<file path="src/rtl/ahb_arbiter_2m.sv">
// Two-master AHB arbiter with round-robin grant, a single transfer in flight,
// and a DATA-phase timeout that aborts stalled transfers with an ERROR response.
module ahb_arbiter_2m #(
  parameter int ADDR_WIDTH = 32,
  parameter int DATA_WIDTH = 32,
  parameter int TIMEOUT    = 16
) (
  input  logic                    clk,
  input  logic                    rst_n,
  input  logic [1:0]              m_req,
  input  logic [2*ADDR_WIDTH-1:0] m_haddr,
  input  logic [2*DATA_WIDTH-1:0] m_hwdata,
  input  logic [1:0]              m_hwrite,
  input  logic [5:0]              m_hsize,
  input  logic [5:0]              m_hburst,
  output logic [1:0]              m_gnt,
  output logic [DATA_WIDTH-1:0]   m_hrdata,
  output logic [1:0]              m_hready,
  output logic [1:0]              m_hresp,
  output logic                    s_hsel,
  output logic [ADDR_WIDTH-1:0]   s_haddr,
  output logic [DATA_WIDTH-1:0]   s_hwdata,
  output logic                    s_hwrite,
  output logic [2:0]              s_hsize,
  output logic [2:0]              s_hburst,
  input  logic [DATA_WIDTH-1:0]   s_hrdata,
  input  logic                    s_hready,
  input  logic [1:0]              s_hresp,
  output logic [7:0]              timeout_cnt
);

  typedef enum logic [1:0] {IDLE, ADDR, DATA} state_t;

  localparam logic [7:0] WAIT_LAST = 8'(TIMEOUT - 1);

  state_t                  state_reg;
  logic [1:0]              gnt_reg;
  logic                    gnt_idx_reg;
  logic                    last_served_reg;
  logic [7:0]              wait_cnt_reg;
  logic [7:0]              timeout_cnt_reg;
  logic                    s_hsel_reg;
  logic [ADDR_WIDTH-1:0]   s_haddr_reg;
  logic                    s_hwrite_reg;
  logic [2:0]              s_hsize_reg;
  logic [2:0]              s_hburst_reg;

  logic [ADDR_WIDTH-1:0]   haddr_arr  [2];
  logic [DATA_WIDTH-1:0]   hwdata_arr [2];
  logic [2:0]              hsize_arr  [2];
  logic [2:0]              hburst_arr [2];

  logic winner;
  logic data_phase;
  logic ok_done;
  logic timeout_hit;
  logic xfer_done;

  for (genvar gi = 0; gi < 2; gi++) begin : g_master
    assign haddr_arr[gi]  = m_haddr[gi*ADDR_WIDTH +: ADDR_WIDTH];
    assign hwdata_arr[gi] = m_hwdata[gi*DATA_WIDTH +: DATA_WIDTH];
    assign hsize_arr[gi]  = m_hsize[gi*3 +: 3];
    assign hburst_arr[gi] = m_hburst[gi*3 +: 3];
    // Grant is one-hot and held through DATA, so it selects the strobe target.
    assign m_hready[gi]   = xfer_done & gnt_reg[gi];
  end

  // On a tie the master that was not served last wins.
  assign winner      = (m_req == 2'b11) ? ~last_served_reg : m_req[1];

  assign data_phase  = (state_reg == DATA);
  assign ok_done     = data_phase && s_hready;
  assign timeout_hit = data_phase && !s_hready && (wait_cnt_reg == WAIT_LAST);
  assign xfer_done   = ok_done || timeout_hit;

  // RETRY and SPLIT are not supported by the masters, so they become ERROR.
  always_comb begin
    m_hresp  = 2'b00;
    m_hrdata = '0;
    if (ok_done) begin
      m_hresp  = s_hresp[1] ? 2'b01 : s_hresp;
      m_hrdata = s_hrdata;
    end else if (timeout_hit) begin
      m_hresp  = 2'b01;
    end
  end

  assign s_hwdata    = data_phase ? hwdata_arr[gnt_idx_reg] : '0;
  assign m_gnt       = gnt_reg;
  assign s_hsel      = s_hsel_reg;
  assign s_haddr     = s_haddr_reg;
  assign s_hwrite    = s_hwrite_reg;
  assign s_hsize     = s_hsize_reg;
  assign s_hburst    = s_hburst_reg;
  assign timeout_cnt = timeout_cnt_reg;

  always_ff @(posedge clk or negedge rst_n) begin
    if (!rst_n) begin
      state_reg       <= IDLE;
      gnt_reg         <= 2'b00;
      gnt_idx_reg     <= 1'b0;
      last_served_reg <= 1'b1;
      wait_cnt_reg    <= 8'd0;
      timeout_cnt_reg <= 8'd0;
      s_hsel_reg      <= 1'b0;
      s_haddr_reg     <= '0;
      s_hwrite_reg    <= 1'b0;
      s_hsize_reg     <= 3'd0;
      s_hburst_reg    <= 3'd0;
    end else begin
      case (state_reg)
        IDLE: begin
          if (|m_req) begin
            state_reg    <= ADDR;
            gnt_idx_reg  <= winner;
            gnt_reg      <= winner ? 2'b10 : 2'b01;
            s_hsel_reg   <= 1'b1;
            s_haddr_reg  <= haddr_arr[winner];
            s_hwrite_reg <= m_hwrite[winner];
            s_hsize_reg  <= hsize_arr[winner];
            s_hburst_reg <= hburst_arr[winner];
          end
        end
        ADDR: begin
          state_reg    <= DATA;
          s_hsel_reg   <= 1'b0;
          wait_cnt_reg <= 8'd0;
        end
        DATA: begin
          if (xfer_done) begin
            state_reg       <= IDLE;
            gnt_reg         <= 2'b00;
            last_served_reg <= gnt_idx_reg;
            wait_cnt_reg    <= 8'd0;
            s_haddr_reg     <= '0;
            s_hwrite_reg    <= 1'b0;
            s_hsize_reg     <= 3'd0;
            s_hburst_reg    <= 3'd0;
            if (timeout_hit && timeout_cnt_reg != 8'hFF) begin
              timeout_cnt_reg <= timeout_cnt_reg + 8'd1;
            end
          end else begin
            wait_cnt_reg <= wait_cnt_reg + 8'd1;
          end
        end
        default: state_reg <= IDLE;
      endcase
    end
  end

endmodule

</file>
<file path="config.mk">
export PLATFORM = sky130hd
export DESIGN_NAME = ahb_arbiter_2m
export DESIGN_NICKNAME = d
export VERILOG_FILES = /design/src/rtl/ahb_arbiter_2m.sv
export SDC_FILE = /design/constraint.sdc
export NUM_CORES = 1
export LEC_CHECK = 0
export ABC_AREA = 1
export CORE_ASPECT_RATIO = 0.5
export CORE_MARGIN = 1
export CORE_UTILIZATION = 36
export DETAILED_ROUTE_END_ITERATION = 8
export GPL_ROUTABILITY_DRIVEN = 0
export GPL_TIMING_DRIVEN = 1
export PLACE_DENSITY = 0.86
export SYNTH_ARGS = -nofsm -noshare
export SYNTH_HDL_FRONTEND = slang
export SYNTH_SLANG_ARGS = --single-unit
</file>
<file path="constraint.sdc">
create_clock -name clk -period 2 [get_ports clk]
set_input_delay 0.4 -clock clk [delete_from_list [all_inputs] [get_ports clk]]
set_output_delay 0.4 -clock clk [all_outputs]
set_load 0.01 [all_outputs]
</file>
# After elaboration in Yosys (flattened, before gate mapping)
# Cells that the tools add are included.
[op_classes]
add_sub_neg = 2
reduce_logical = 17
order_cmp = 3
n_eq_ne = 7
bitwise_logic = 5
n_mux = 41
[ops]
columns = ["cell", "n"]
rows = [
  ["$mux W32", 10],
  ["$pmux W32 S2", 1],
  ["$mux W3", 9],
  ["$add A8 B1 Y8 const B", 2],
  ["$pmux W8 S2", 1],
  ["$pmux W3 S2", 2],
  ["$mux W1", 9],
  ["$eq A8 B4 Y1 const B", 1],
  ["$mux W2", 4],
  ["$mux W8", 1],
  ["$ne A8 B8 Y1 const B", 1],
  ["$reduce_and A2 Y1", 4],
  ["$pmux W2 S3", 1],
  ["$reduce_and A3 Y1", 2],
  ["$reduce_bool A2 Y1", 3],
  ["$eq A2 B2 Y1 const B", 2],
  ["$ge A2 B2 Y1 const B", 2],
  ["$logic_and A1 B1 Y1", 4],
  ["$not A1 Y2", 2],
  ["$pmux W1 S2", 2],
  ["$pmux W2 S2", 1],
  ["$and A1 B1 Y1", 2],
  ["$eq A2 B1 Y1 const B", 1],
  ["$logic_not A2 Y1", 1],
  ["7 further kinds", 7],
]
[totals]
register_bits = 62
out_inout_bits = 118
word_cells = 86
in_bits = 181

# Logic depth before layout (Yosys ltp)
# Gate-level depths: netlist (run 1).
[logic_depth]
ltp_word = 8
mapped_depth = 11
depth_no_buf = 9

# Least setup slack after synthesis (run 1)
# No wires, ideal clock.
[synth_timing]
path_type = "register to output"
from = "reg state_reg[0]"
to = "out m_hready[0]"
arrival_time_ns = 1.468
path_buffers = 2
stages_incl_launch_ff = 11
required_time_ns = 1.600
slack_ns = 0.132
cell_sequence = "dfrtp_1 > inv_1 > ha_1 > buf_4 > inv_2 > buf_2 > nor2_1 > nand4_1 > nand2_1 > inv_1 > nor2_1"
[synth_between]
elab_chain_len = 5
word_cells_on_any_way = 6
cone_classes = "eq/ne (1); bitwise (1); reduce/logical (4)"
[synth_rtl]
columns = ["element", "line_no", "text"]
rows = [
  ["start: declaration", "36", "state_t state_reg;"],
  ["start signal: assignment", "99", "state_reg <= IDLE;"],
  ["start signal: assignment", "114", "state_reg <= ADDR;"],
  ["start signal: assignment", "125", "state_reg <= DATA;"],
  ["$eq A2 B2 Y1 (*)", "71", "assign data_phase = (state_reg == DATA);"],
  ["$logic_and A1 B1 Y1 (2 in series)", "73", "assign timeout_hit = data_phase && !s_hready && (wait_cnt_reg == WAIT_LAST);"],
  ["$logic_or A1 B1 Y1 (*)", "74", "assign xfer_done = ok_done || timeout_hit;"],
  ["$and A1 B1 Y1 (*)", "65", "assign m_hready[gi] = xfer_done & gnt_reg[gi];"],
  ["end: declaration", "18", "output logic [1:0] m_hready,"],
]
# Every way passes the cells marked *; elsewhere a longest branch is shown, timed or not.

# Worst setup path in the final report (run 1)
# Ends and elaborated chain as after synthesis.

==> results of run 1 <==
==> cells in the final DEF, fill, tap and decap left out, types with 10 or more instances in the layout <==
cell	synthesis	routed
clkdlybuf4s50_1	0	229
nand2_1	221	219
nor2_1	116	106
nand3_1	80	80
dfrtp_1	61	61
inv_1	58	56
buf_2	18	53
o21ai_0	44	29
buf_4	4	29
nand3_2	13	13
clkbuf_2	0	13
nor2_2	1	10
clkbuf_16	0	10
==> how the worst min path moves through the flow <==
| stage | to | cells past startpoint |
|---|---|---|
| floorplan | gnt_idx_reg$_DFFE_PN0P_ | 0 |
| global placement | timeout_cnt[6]$_DFFE_PN0P_ | 2 |
| detailed placement | timeout_cnt[6]$_DFFE_PN0P_ | 2 |
| CTS | timeout_cnt[6]$_DFFE_PN0P_ | 2 |
| global route | timeout_cnt[6]$_DFFE_PN0P_ | 2 |
| finish | timeout_cnt[6]$_DFFE_PN0P_ | 2 |
==> worst reg2reg max path, cell delays in order, from the launching register on <==
cell     delay, ns
dfrtp_1       0.41
ha_4          0.21
buf_12        0.14
buf_16        0.14
buf_4         0.13
buf_4         0.15
o21a_2        0.25
buf_4         0.23
nand3_1       0.12
nand2_1       0.07
==> cell families (layout without fill, tap and decap cells) <==
| family | count (synthesis) | count (layout) | share of synthesized area, % |
|---|---|---|---|
| simple gates | 442 | 442 | 44.2 |
| buf+inv | 102 | 414 | 10.6 |
| flops | 62 | 62 | 36.6 |
| compound gates | 49 | 49 | 5.95 |
| fa+ha+maj | 6 | 6 | 1.77 |
| xor+xnor | 4 | 4 | 0.825 |
| other cells | 1 | 1 | 0.0883 |
==> through the flow <==
stage                     power [mW]  std cells  area, µm²
after floorplan                 4.51        666       4250
after global placement          6.90       1113       7510
after detailed placement        7.03       1113       7510
after CTS                       8.52       1135       7660
after global routing            9.38       1137       7750
final                           8.79       1137       7750
==> power by group through the flow <==
stage	registers, mW	clock network, mW	logic [mW]
finish	1.97	1.44	5.37
CTS	1.97	1.45	5.10
global route	2.02	1.51	5.84
floorplan	2.14	0	2.37
detailed placement	1.97	0	5.07
global placement	1.96	0	4.94
==> routing by layer <==
layer | up-vias | track usage [%] | wire, µm
li1 | 2689 | - | -
met1 | 2532 | 34.3 | 7350
met2 | 186 | 48.7 | 8710
met3 | 35 | 7.10 | 924
met4 | 0 | 7.84 | 426
met5 | - | 0 | 0
==> timing repair <==
item	CTS	global route
gates resized for setup	235	80
gates cloned	2	1
setup buffers	5	2
pin swaps	8	13
endpoints found under the setup margin	67	68
endpoints found under the hold margin	0	0
==> area by class of cell <==
| class | instances | area [µm²] |
|---|---|---|
| clock buffers | 11 | 253 |
| inverters | 60 | 225 |
| well taps | 159 | 199 |
| flip-flops and latches | 62 | 1550 |
| multi-input cells | 502 | 2380 |
| fillers | 933 | 3500 |
| clock inverters | 4 | 22.5 |
| repair buffers | 339 | 3120 |
==> results.py, run 1 <==
metrics = {
    "worst_setup_path": {
        "cp-startpoint": "state_reg[0]$_DFFE_PN0P_",
        "regToRegEndpoint": "s_hburst[0]$_DFFE_PN0P_",
        "startpoint_type": "flip-flop",
        "cp_common_cell": "inv_2",
        "critPathMaxFanout": 4,
        "r2r_slack_ns": 0.05,
        "reg2reg_depth": 9,
        "cp_num_buf_inv": 4,
        "r2r-start": "state_reg[1]$_DFFE_PN0P_",
        "critPathCapture": "m_hready[0]",
        "worstPathCellList": "inv_2 > ha_4 > inv_2 > nor2_2 > nand4_1 > nand2_2 > inv_2 > nor2_1 > buf_2",
        "critPathKind": "reg -> out",
        "cp_slowest_stage_delay_ns": 0.38,
        "cp.required_ns": 1.60,
        "end_kind": "output pin",
        "cp.depth": 9,
        "critical_path.slowest_cell": "dfrtp_1",
        "worstPathArrival_ns": 1.66,
        "cpLargestDelayFamily": "simple AND/OR/NAND/NOR gates",
    },
    "timing": {
        "rsz0062_at_grt": "yes",
        "hold_ws_ns": 0.0616,
        "hold_viol": 0,
        "fin_crit_sh_pct": 103,
        "period_minus_slack_ns": 2.06,
        "fin_skew_ns": 0.00658,
        "drv_slew": 0,
        "finalSetupTns_ns": -0.790,
        "fmax_ghz": 0.485,
        "final.setup.worst_slack_ns": -0.0638,
        "setup_viol": 33,
    },
    "power": {
        "power_switching_mw": 3.75,
        "ir_drop_mv": 0.978,
        "intPower_mw": 5.04,
        "p_sw_share_pct": 42.7,
        "leakagePower_nw": 3.96,
        "seqPwrFrac_pct": 22.5,
        "clkPwrFrac_pct": 16.4,
        "power_density_mw_per_mm2": 1130,
        "combPwrFrac_pct": 61.2,
    },
    "yosys": {
        "synth_area_leader_cell": "dfrtp_1",
        "ys_warn_count": 0,
        "yosys-top-cells-area": "dfrtp_1 (36%), nand2_1 (20%), nor2_1 (10%), nand3_1 (9.4%), o21ai_0 (5.2%)",
        "yosysSeqAreaShare_pct": 36.6,
        "synth_most_common_cell": "nand2_1",
        "ys_seq_elements": 62,
        "postSynth.asyncResetShare_pct": 100,
        "synthTopCellsByCount": "nand2_1 (221), nor2_1 (116), nand3_1 (80), dfrtp_1 (61), inv_1 (58)",
        "synthFlopType": "dfrtp_1",
        "synth_area_per_cell_um2": 6.37,
        "synth_cell_type_count": 28,
        "synth_top_area_share_pct": 36.0,
        "syn-cell-area_mm2": 0.00425,
        "synth-edff-count": 0,
        "synth_nets": 853,
        "synthCells": 666,
    },
    "floorplan": {
        "die_height_um": 78.8,
        "core-area_mm2": 0.0112,
        "die_w_um": 156,
        "dieArea_mm2": 0.0123,
        "rows": 27,
        "start_util_pct": 37.7,
        "io_pins": 299,
    },
    "cells_and_area": {
        "fin_nets": 1161,
        "fin_util_pct": 68.9,
        "layout-drive-gt1-share_pct": 17.8,
        "antennaDiodeCount": 0,
        "largest_reg_flops": 32,
        "area_growth_syn_to_layout_pct": 82.6,
    },
    "grt": {
        "grt.total_usage_pct": 27.9,
        "overflow": 0,
        "grt_max_degree": 63,
        "grt_pass1_wl_um": 26500,
        "grt_pass1_vias": 5184,
        "antenna_found_initial": 0,
    },
    "route": {
        "vias_per_cell": 4.79,
        "vias": 5442,
        "routed_wirelength_um": 17400,
        "wl_per_cell_um": 15.3,
        "drc": 0,
        "drtIter0Drc": 315,
        "antenna_left": 0,
        "drt_pass1_iterations": 7,
    },
    "cts": {
        "cts-buffers-inserted": 9,
        "clk_latency_ns": 0.33,
        "root_buffer": "clkbuf_16",
        "cts_tree": "done",
        "postCtsHoldBufs": 0,
        "cts.sinks": 62,
        "clockBufferDepth": 2,
        "htreeDepth": 3,
        "clk_pin_slew_ns": 0.05,
    },
    "placed_design": {
        "io_buffer_count": 297,
        "dp_slack_ns": -0.390,
        "hpwl_um": 12600,
    },
    "run_status": {
        "violations": "negative setup slack",
        "outcome": "complete, but fails checks",
    },
    "run": {
        "cap_violations": 0,
    },
    "min_path": {
        "holdCritPathClass": "in -> async",
    },
}
Note: power is estimated with default switching activity, not from simulation.
==> run 2: changes to the inputs <==
--- a/config.mk
+++ b/config.mk
@@ -13,6 +13,7 @@
 export GPL_ROUTABILITY_DRIVEN = 0
 export GPL_TIMING_DRIVEN = 1
 export PLACE_DENSITY = 0.86
+export SETUP_SLACK_MARGIN = 0.5
 export SYNTH_ARGS = -nofsm -noshare
 export SYNTH_HDL_FRONTEND = slang
 export SYNTH_SLANG_ARGS = --single-unit
==> run 2 against run 1 <==
The flow still finishes with violations (negative setup slack). Sequential cell count stayed put. Sequential power hardly changed. Combinational power is 18% higher. First-iteration DRC count is 83% higher. Cell area is 10% higher. Setup slack worse by 0.068 ns. Largest cell class unchanged.
==> results.py, run 2 (same netlist as run 1, synthesis figures left out) <==
metrics = {
    "run_status": {
        "outcome": "complete, but fails checks",
        "violations": "negative setup slack",
    },
    "cts": {
        "clk_latency_ns": 0.34,
        "cts_tree": "done",
        "clockBufferDepth": 2,
        "clk_pin_slew_ns": 0.06,
        "cts.sinks": 62,
        "htreeDepth": 3,
        "postCtsHoldBufs": 0,
        "cts-buffers-inserted": 9,
        "root_buffer": "clkbuf_16",
    },
    "floorplan": {
        "rows": 27,
        "io_pins": 299,
        "die_height_um": 78.8,
        "start_util_pct": 37.7,
        "core-area_mm2": 0.0112,
        "dieArea_mm2": 0.0123,
        "die_w_um": 156,
    },
    "worst_setup_path": {
        "critPathKind": "reg -> out",
        "end_kind": "output pin",
        "critPathMaxFanout": 3,
        "r2r_slack_ns": -0.01,
        "worstPathArrival_ns": 1.73,
        "startpoint_type": "flip-flop",
        "cp.required_ns": 1.60,
    },
    "timing": {
        "rsz0062_at_grt": "yes",
        "fmax_ghz": 0.469,
        "hold_viol": 0,
        "fin_crit_sh_pct": 107,
        "setup_viol": 19,
        "fin_skew_ns": 0.00923,
        "final.setup.worst_slack_ns": -0.131,
        "drv_slew": 0,
        "period_minus_slack_ns": 2.13,
    },
    "power": {
        "ir_drop_mv": 0.764,
        "leakagePower_nw": 4.35,
        "finalPower_mw": 10.1,
        "intPower_mw": 5.78,
        "p_sw_share_pct": 42.9,
        "seqPwrFrac_pct": 19.8,
        "power_switching_mw": 4.35,
        "clkPwrFrac_pct": 17.4,
        "power_density_mw_per_mm2": 1190,
        "combPwrFrac_pct": 62.8,
    },
    "grt": {
        "grt_pass1_vias": 5708,
        "grt_pass1_wl_um": 28600,
        "antenna_found_initial": 0,
        "grt_max_degree": 63,
        "grt.total_usage_pct": 29.9,
        "overflow": 0,
    },
    "route": {
        "wl_per_cell_um": 17.6,
        "antenna_left": 0,
        "vias_per_cell": 5.19,
        "drc": 0,
        "vias": 6048,
        "drt_pass1_iterations": 5,
        "routed_wirelength_um": 20400,
        "drtIter0Drc": 578,
    },
    "cells_and_area": {
        "mostFrequentLayoutCell": "nand2_1",
        "layout-drive-gt1-share_pct": 24.1,
        "fin_nets": 1188,
        "final_cell_mix": "nand2_1 (206), clkdlybuf4s50_1 (179), nand3_1 (80)",
        "fin_util_pct": 75.9,
        "area_growth_syn_to_layout_pct": 101,
        "largest_reg_flops": 32,
        "instances_no_fill": 1165,
        "antennaDiodeCount": 0,
        "finalInstanceArea_mm2": 0.00854,
    },
    "placed_design": {
        "io_buffer_count": 297,
        "place_inst": 1114,
        "place_area_mm2": 0.00763,
        "hpwl_um": 11800,
        "dp_slack_ns": -0.348,
    },
    "min_path": {
        "holdCritPathClass": "in -> async",
    },
    "run": {
        "cap_violations": 0,
    },
}
==> run 2: cell count changes in the layout (fill, tap and decap cells not counted), moves of 13 or more <==
cell / change
nor2_1: -27
dlygate4sd2_1: +48
buf_6: +32
nor2_4: +25
clkdlybuf4s50_1: -50
nand2_1: -13
o21ai_1: +24
o21ai_0: -17
==> run 2: cell type report <==
cell class / count / area [µm²]
clock buffers: 11 / 253
multi-input cells: 502 / 2600
repair buffers: 366 / 3610
well taps: 159 / 199
fillers: 754 / 2710
clock inverters: 5 / 81.3
flip-flops and latches: 62 / 1560
inverters: 60 / 235
==> run 2: per-layer routing <==
| metal | part of all wire (%) | track usage (%) | vias up |
|---|---|---|---|
| li1 | - | - | 2739 |
| met1 | 36 | 34.0 | 2802 |
| met2 | 50 | 52.8 | 404 |
| met3 | 8.6 | 8.08 | 103 |
| met4 | 5.0 | 13.9 | 0 |
| met5 | 0 | 0 | - |
==> run 2: final timing paths <==
kind / start / end / cells after the start
max in group asynchronous: rst_n / last_served_reg$_DFFE_PN1P_ / 2
max reg2reg: state_reg[1]$_DFFE_PN0P_ / s_haddr[11]$_DFFE_PN0P_ / 11
max: wait_cnt_reg[1]$_DFFE_PN0P_ / m_hready[0] / 8
min in group clk: s_haddr[24]$_DFFE_PN0P_ / s_haddr[24]$_DFFE_PN0P_ / 2
min reg2reg: s_haddr[24]$_DFFE_PN0P_ / s_haddr[24]$_DFFE_PN0P_ / 2
min: rst_n / timeout_cnt[6]$_DFFE_PN0P_ / 2
==> run 2: power by group through the flow <==
stage / sequential, mW / combinational, mW / clock (mW)
finish: 2.00 / 6.36 / 1.76
global route: 2.05 / 6.80 / 1.83
CTS: 1.96 / 5.63 / 1.75
detailed placement: 1.98 / 5.14 / 0
global placement: 1.97 / 5.02 / 0
floorplan: 2.15 / 2.47 / 0
==> run 2: metrics by stage <==
stage	hold slack, ns	setup TNS [ns]
floorplan	0.104	0
global placement	0.430	-9.16
detailed placement	0.435	-9.88
CTS	0.0790	-0.689
global route	0.0912	-3.31
finish	0.0476	-1.05
==> run 2: repair_timing <==
| item | 4_1_cts | 5_1_grt |
|---|---|---|
| resized for setup | 284 | 191 |
| pin swaps | 7 | 12 |
| gates cloned | 6 | 2 |
| setup buffers | 13 | 14 |
| endpoints found under the setup margin | 176 | 130 |
==> run 2: worst max-delay path, cell delays in order (launching register included) <==
cell and delay, ns:
dfrtp_1 0.38, ha_2 0.22, nand2_2 0.11, nor2_4 0.14, nand4_1 0.14, nand2_2 0.14
inv_4 0.06, nor2_4 0.10, buf_6 0.10
